**config.mk**
```make
export PLATFORM = sky130hd
export DESIGN_NAME = audio_in_fifo
export DESIGN_NICKNAME = d
export VERILOG_FILES = /design/src/rtl/audio_in_pkg.sv /design/src/rtl/audio_frame_fifo.sv /design/src/rtl/audio_in_fifo.sv
export SDC_FILE = /design/constraint.sdc
export NUM_CORES = 1
export LEC_CHECK = 0
export CORE_AREA = 4 4 329 331
export CTS_BUF_LIST = sky130_fd_sc_hd__clkbuf_16
export DETAILED_ROUTE_END_ITERATION = 12
export DIE_AREA = 0 0 333 335
export SLEW_MARGIN = 40
export SYNTH_ARGS = -nofsm -noshare
export SYNTH_HDL_FRONTEND = slang
export SYNTH_SLANG_ARGS = --single-unit
```
**constraint.sdc**
```tcl
create_clock -name clk_i -period 13.9 [get_ports clk_i]
set_input_delay 2.78 -clock clk_i [delete_from_list [all_inputs] [get_ports clk_i]]
set_output_delay 2.78 -clock clk_i [all_outputs]
set_load 0.01 [all_outputs]
```
**src/rtl/audio_in_pkg.sv**
```systemverilog
// Shared constants for the audio capture FIFO: register map, bit positions and
// capture FSM encoding.
package audio_in_pkg;

  localparam logic [1:0] REG_STATUS = 2'd0;
  localparam logic [1:0] REG_CTRL   = 2'd1;
  localparam logic [1:0] REG_LEFT   = 2'd2;
  localparam logic [1:0] REG_RIGHT  = 2'd3;

  localparam int unsigned STATUS_EMPTY_BIT = 0;
  localparam int unsigned STATUS_FULL_BIT  = 1;
  localparam int unsigned STATUS_OVF_BIT   = 2;
  localparam int unsigned STATUS_LEVEL_LSB = 8;

  localparam int unsigned CTRL_EN_BIT    = 0;
  localparam int unsigned CTRL_FLUSH_BIT = 1;

  typedef enum logic [1:0] {
    StIdle = 2'd0,
    StRead = 2'd1,
    StWait = 2'd2
  } cap_state_e;

endpackage

```
**src/rtl/audio_frame_fifo.sv**
```systemverilog
// Synchronous FIFO of stereo frames with push, pop, flush and occupancy count.
// Flush has priority over a same-cycle push or pop.
module audio_frame_fifo #(
  parameter int unsigned DEPTH_LOG2 = 4,
  parameter int unsigned WIDTH      = 64
) (
  input  logic                  clk_i,
  input  logic                  rst_ni,
  input  logic                  push_i,
  input  logic [WIDTH-1:0]      data_i,
  input  logic                  pop_i,
  input  logic                  flush_i,
  output logic [WIDTH-1:0]      head_o,
  output logic [DEPTH_LOG2:0]   count_o,
  output logic                  full_o,
  output logic                  empty_o
);

  localparam int unsigned Depth = 2 ** DEPTH_LOG2;
  localparam int unsigned CntW  = DEPTH_LOG2 + 1;
  localparam logic [CntW-1:0] DepthCnt = CntW'(Depth);

  logic [WIDTH-1:0]      mem_q [Depth];
  logic [DEPTH_LOG2-1:0] wr_ptr_q, wr_ptr_d;
  logic [DEPTH_LOG2-1:0] rd_ptr_q, rd_ptr_d;
  logic [CntW-1:0]       count_q, count_d;
  logic                  do_push, do_pop;

  assign empty_o = (count_q == '0);
  assign full_o  = (count_q == DepthCnt);
  assign head_o  = mem_q[rd_ptr_q];
  assign count_o = count_q;

  // A pop frees a slot in the same cycle, so a full FIFO can still accept a push.
  assign do_pop  = pop_i && !empty_o && !flush_i;
  assign do_push = push_i && (!full_o || do_pop) && !flush_i;

  always_comb begin
    wr_ptr_d = wr_ptr_q;
    rd_ptr_d = rd_ptr_q;
    count_d  = count_q;
    if (flush_i) begin
      wr_ptr_d = '0;
      rd_ptr_d = '0;
      count_d  = '0;
    end else begin
      if (do_push) wr_ptr_d = wr_ptr_q + 1'b1;
      if (do_pop)  rd_ptr_d = rd_ptr_q + 1'b1;
      case ({do_push, do_pop})
        2'b10:   count_d = count_q + CntW'(1);
        2'b01:   count_d = count_q - CntW'(1);
        default: count_d = count_q;
      endcase
    end
  end

  always_ff @(posedge clk_i or negedge rst_ni) begin
    if (!rst_ni) begin
      wr_ptr_q <= '0;
      rd_ptr_q <= '0;
      count_q  <= '0;
    end else begin
      wr_ptr_q <= wr_ptr_d;
      rd_ptr_q <= rd_ptr_d;
      count_q  <= count_d;
    end
  end

  // Storage needs no reset; the count gates every observable read.
  always_ff @(posedge clk_i) begin
    if (do_push) mem_q[wr_ptr_q] <= data_i;
  end

endmodule

```
**src/rtl/audio_in_fifo.sv**
```systemverilog
// Codec microphone capture stage: drains frames from the codec into a local FIFO
// and exposes it to the CPU through a 4-register slave port with a level irq.
module audio_in_fifo
  import audio_in_pkg::*;
#(
  parameter int unsigned DEPTH_LOG2 = 4,
  parameter int unsigned DATA_W     = 32,
  parameter int unsigned IRQ_THRESH = 8
) (
  input  logic              clk_i,
  input  logic              rst_ni,
  input  logic              aud_in_av_i,
  input  logic [DATA_W-1:0] left_i,
  input  logic [DATA_W-1:0] right_i,
  output logic              rd_en_o,
  input  logic              cs_i,
  input  logic              we_i,
  input  logic [1:0]        addr_i,
  input  logic [31:0]       wdata_i,
  output logic [31:0]       rdata_o,
  output logic              ack_o,
  output logic              irq_o
);

  localparam int unsigned CntW   = DEPTH_LOG2 + 1;
  localparam int unsigned FrameW = 2 * DATA_W;
  localparam logic [CntW-1:0] ThreshCnt = CntW'(IRQ_THRESH);

  cap_state_e state_q, state_d;
  logic       enable_q, enable_d;
  logic       ovf_q, ovf_d;
  logic       ack_q, irq_q, cs_q;
  logic [31:0] rdata_q, rdata_d;

  logic [FrameW-1:0] fifo_head;
  logic [CntW-1:0]   fifo_count;
  logic              fifo_full, fifo_empty;

  logic access, bus_rd, bus_wr;
  logic cpu_pop, flush, capture, room, push;
  logic [DATA_W-1:0] head_left, head_right;
  logic unused_wdata;

  // One access per cs assertion: only the first sampled cycle counts.
  assign access  = cs_i && !cs_q;
  assign bus_rd  = access && !we_i;
  assign bus_wr  = access && we_i;

  assign cpu_pop = bus_rd && (addr_i == REG_RIGHT) && !fifo_empty;
  assign flush   = bus_wr && (addr_i == REG_CTRL) && wdata_i[CTRL_FLUSH_BIT];
  assign capture = (state_q == StRead);
  assign room    = !fifo_full || cpu_pop;
  assign push    = capture && room && !flush;

  assign head_left  = fifo_head[FrameW-1:DATA_W];
  assign head_right = fifo_head[DATA_W-1:0];

  assign rd_en_o = capture;
  assign rdata_o = rdata_q;
  assign ack_o   = ack_q;
  assign irq_o   = irq_q;

  assign unused_wdata = ^wdata_i[31:3];

  audio_frame_fifo #(
    .DEPTH_LOG2 (DEPTH_LOG2),
    .WIDTH      (FrameW)
  ) u_frame_fifo (
    .clk_i   (clk_i),
    .rst_ni  (rst_ni),
    .push_i  (push),
    .data_i  ({left_i, right_i}),
    .pop_i   (cpu_pop),
    .flush_i (flush),
    .head_o  (fifo_head),
    .count_o (fifo_count),
    .full_o  (fifo_full),
    .empty_o (fifo_empty)
  );

  // WAIT gives the codec a cycle to update aud_in_av after its pop.
  always_comb begin
    state_d = state_q;
    case (state_q)
      StIdle:  if (enable_q && aud_in_av_i) state_d = StRead;
      StRead:  state_d = StWait;
      StWait:  state_d = StIdle;
      default: state_d = StIdle;
    endcase
  end

  always_comb begin
    enable_d = enable_q;
    ovf_d    = ovf_q;
    if (bus_wr && (addr_i == REG_CTRL)) enable_d = wdata_i[CTRL_EN_BIT];
    if (bus_wr && (addr_i == REG_STATUS) && wdata_i[STATUS_OVF_BIT]) ovf_d = 1'b0;
    // A dropped frame outranks a same-cycle clear; flush-lost frames are not drops.
    if (capture && !room && !flush) ovf_d = 1'b1;
  end

  always_comb begin
    rdata_d = '0;
    case (addr_i)
      REG_STATUS: begin
        rdata_d[STATUS_EMPTY_BIT]              = fifo_empty;
        rdata_d[STATUS_FULL_BIT]               = fifo_full;
        rdata_d[STATUS_OVF_BIT]                = ovf_q;
        rdata_d[STATUS_LEVEL_LSB +: CntW]      = fifo_count;
      end
      REG_CTRL:  rdata_d[CTRL_EN_BIT] = enable_q;
      REG_LEFT:  if (!fifo_empty) rdata_d = 32'(head_left);
      REG_RIGHT: if (!fifo_empty) rdata_d = 32'(head_right);
      default:   rdata_d = '0;
    endcase
  end

  always_ff @(posedge clk_i or negedge rst_ni) begin
    if (!rst_ni) begin
      state_q  <= StIdle;
      enable_q <= 1'b0;
      ovf_q    <= 1'b0;
      ack_q    <= 1'b0;
      irq_q    <= 1'b0;
      cs_q     <= 1'b0;
      rdata_q  <= '0;
    end else begin
      state_q  <= state_d;
      enable_q <= enable_d;
      ovf_q    <= ovf_d;
      ack_q    <= access;
      irq_q    <= (fifo_count >= ThreshCnt);
      cs_q     <= cs_i;
      if (access) rdata_q <= bus_rd ? rdata_d : '0;
    end
  end

endmodule

```
==> impl_metrics.tcl <==
set metrics [dict create \
    insertion_delay_ns 0.67 \
    finalCriticalPeriod_ns 6.64 \
    leakagePower_nw 14.9 \
    dp.cells 3400 \
    cts_sinks 1076 \
    hp-class "register to register" \
    synthDistinctLibCells 69 \
    final_cells 3600 \
    num_vias 19700 \
    max_freq_mhz 151 \
    grt_pass1_wl_um 143000 \
    drt-initial-drc-count 1882 \
    place_hpwl_um 54200 \
    tns_ns 0 \
    firstDrtPassIters 5 \
    post_cts_buffers 0 \
    syn_nets 2080 \
    rsz0062_at_grt "no" \
    rows 119 \
    ctsHoldBuffers 0 \
    cts.path.max_buffers 3 \
    ys_async_sr_fraction 0.0483 \
    min_to "state_q[0]$_DFFE_PN0P_" \
    h-tree-depth 3 \
    worstSetupPathType "input port to register" \
    finalMaxSlewViolations 0 \
    viasPerCell 5.48 \
    avgSynthCellArea_um2 21.2 \
    hp-start "state_q[1]$_DFFE_PN0P_" \
    syn_inst 1968 \
    reg2reg_slack_ns 9.96 \
    cp.arrival_ns 6.92 \
    hold_depth 1 \
    dieArea_mm2 0.112 \
    worst_pin_slew_ns 0.843 \
    regToRegEndpoint "rdata_o[13]$_DFFE_PN0N_" \
    initial_utilization 0.397 \
    grt.total_usage 0.173 \
    finalSetupViolCount 0 \
    cts-root-buf "clkbuf_16" \
    p_per_area_mw_per_mm2 167 \
    yosysWarnings 0 \
    cts_resized 0 \
    ys_seq_area_frac 0.767 \
    dominantRegCellSynth "edfxtp_1" \
    period_share 0.478 \
    critPathRequiredTime_ns 14.18 \
    grt_max_degree 123 \
    max-cap-violations 0 \
    ios 138 \
    synth_edf_count 1024 \
    grt_pass1_vias 20900 \
    cts_tree "yes" \
    ant_nets 0 \
    whs_ns 0.428 \
    die_w_um 333 \
    ff2ff_path_depth 6 \
    drive_above_1_share 0.212 \
    antenna_found_initial 11 \
    nets 2227 \
    post-place-ws_ns 6.69 \
    core-area_mm2 0.105 \
    routedWlPerCell_um 27.0 \
    finalWeightedCongestion 0.746 \
    port_buffers 108 \
    worst_slack_ns 7.26 \
    syn2layout_area_growth_pct 14.6 \
    die_y_um 335 \
    syn_area_mm2 0.0418 \
    fin_worst_skew_ns 0.0228 \
    path_clk_slew_ns 0.06 \
    relSlewSlack 0.437 \
    overflow 0 \
    r2r_start "u_frame_fifo.rd_ptr_q[2]$_DFFE_PN0P_" \
    start_kind "input port" \
    status "completed" \
    synth-seq-cells 1076 \
    cp_max_fo 36 \
    ir_drop_mv 0.132 \
    end_kind "register" \
    drt_wl_total_um 97200 \
    cts-buffers-inserted 104 \
    drc 0 \
    hold_viol 0 \
    post-route-util 0.455 \
]
==> Yosys cell counts (6+ instances only) <==
| cell type | number | area share |
|---|---|---|
| mux4_2 | 190 | 0.10 |
| nand2b_1 | 8 | 0.0012 |
| mux2i_1 | 168 | 0.040 |
| a21oi_1 | 37 | 0.0044 |
| buf_4 | 25 | 0.0045 |
| clkbuf_1 | 22 | 0.0020 |
| dfrtp_1 | 52 | 0.031 |
| ha_1 | 8 | 0.0024 |
| a211oi_1 | 16 | 0.0029 |
| nor2_1 | 47 | 0.0042 |
| buf_6 | 20 | 0.0054 |
| and2_1 | 15 | 0.0022 |
| a222oi_1 | 6 | 0.0014 |
| a221oi_1 | 7 | 0.0015 |
| a32oi_1 | 20 | 0.0042 |
| xor2_1 | 6 | 0.0013 |
| nor2b_1 | 10 | 0.0015 |
| o22ai_1 | 10 | 0.0015 |
| buf_2 | 36 | 0.0043 |
| edfxtp_1 | 1024 | 0.74 |
| mux2_2 | 34 | 0.0092 |
| nand2_1 | 16 | 0.0014 |
| a22oi_1 | 45 | 0.0081 |
| nand3_1 | 15 | 0.0018 |
| inv_1 | 19 | 0.0017 |
| nor3_1 | 6 | 0.00072 |
| mux2_1 | 12 | 0.0032 |
| o21ai_0 | 6 | 0.00072 |
| o221ai_1 | 26 | 0.0055 |
==> cell families after synthesis <==
group                      Yosys count  share of synthesized area
and+or+nand+nor                    141                     0.0181
adders and majority gates            9                    0.00288
DFF                               1076                      0.767
buffers and inverters              128                     0.0185
muxes                              404                      0.155
AOI/OAI and AO/OA                  203                     0.0368
xor gates and xnor gates             7                    0.00147
==> worst max-delay path, cell delays in order <==
cell and delay [ns]:
clkdlybuf4s50_1 0.90, nand2_1 0.53, o211ai_2 0.48, nand4_1 0.43, nor2_4 0.67, buf_4 0.45
buf_4 0.62
==> per-layer routing <==
layer | GRT usage | share of wire | routed length (um)
met5 | 0 | 0.00042 | 41
met4 | 0.0473 | 0.019 | 1870
met3 | 0.0310 | 0.054 | 5280
met2 | 0.295 | 0.51 | 49300
met1 | 0.230 | 0.42 | 40600
==> sequential cells by signal (all words and copies together), names as in the netlist <==
signal and flops:
rdata_o 32, u_frame_fifo.rd_ptr_q 4, state_q 2, u_frame_fifo.wr_ptr_q 4
irq_o 1, enable_q 1, ovf_q 1, u_frame_fifo.mem_q 1024
ack_o 1, cs_q 1, u_frame_fifo.count_o 5
==> stage by stage <==
step | power, mW | instance area, um2
after floorplan | 4.85 | 41800
after global placement | 5.24 | 44300
after detailed placement | 5.27 | 44400
after CTS | 8.10 | 47800
after global routing | 8.34 | 47900
final | 8.01 | 47900
==> area by class of cell <==
type / instances / area [um2]
Fill cell: 8794 / 57300
Sequential cell: 1076 / 32100
Multi-Input combinational cell: 764 / 9040
Clock buffer: 105 / 2630
Tap cell: 1391 / 1740
Timing Repair Buffer: 149 / 1460
Clock inverter: 89 / 837
Inverter: 20 / 75.1
Antenna cell: 6 / 15.0
==> worst max path at each step <==
| stage | from | endpoint | slack, ns | cells after the start |
|---|---|---|---|---|
| 2_1_floorplan | we_i | u_frame_fifo.mem_q[12][0]$_DFFE_PP_ | 7.05 | 4 |
| 3_3_place_gp | addr_i[0] | u_frame_fifo.mem_q[12][61]$_DFFE_PP_ | 6.72 | 7 |
| 3_5_place_dp | addr_i[1] | u_frame_fifo.mem_q[12][61]$_DFFE_PP_ | 6.69 | 7 |
| 4_1_cts | addr_i[1] | u_frame_fifo.mem_q[12][61]$_DFFE_PP_ | 7.38 | 7 |
| 5_1_grt | addr_i[1] | u_frame_fifo.mem_q[12][61]$_DFFE_PP_ | 7.07 | 7 |
| 6_report | addr_i[1] | u_frame_fifo.mem_q[12][61]$_DFFE_PP_ | 7.26 | 7 |
==> where the power goes <==
part / switching (mW) / total, mW / internal [mW]
sequential: 0.101 / 3.77 / 3.67
combinational: 0.749 / 1.41 / 0.657
clock: 1.19 / 2.83 / 1.64
total: 2.04 / 8.01 / 5.97
==> placed cells by master (no fill, tap or decap), drive strengths merged, types with 5 or more instances in the layout <==
cell,n
mux2,46
clkinv,44
inv,48
o211ai,5
diode,6
nor3,6
dfrtp,52
a22oi,45
a32oi,20
o21ai,12
nor2,50
clkdlybuf4s50,107
ha,8
xor2,6
a221oi,7
a222oi,6
nand2,17
and3,5
a211oi,17
and2,15
nand2b,8
clkbuf,105
buf,42
o221ai,26
mux2i,168
o22ai,10
edfxtp,1024
nand3,15
nor2b,10
bufinv,14
a21oi,37
mux4,190
Power figures use the tool's default switching activity.
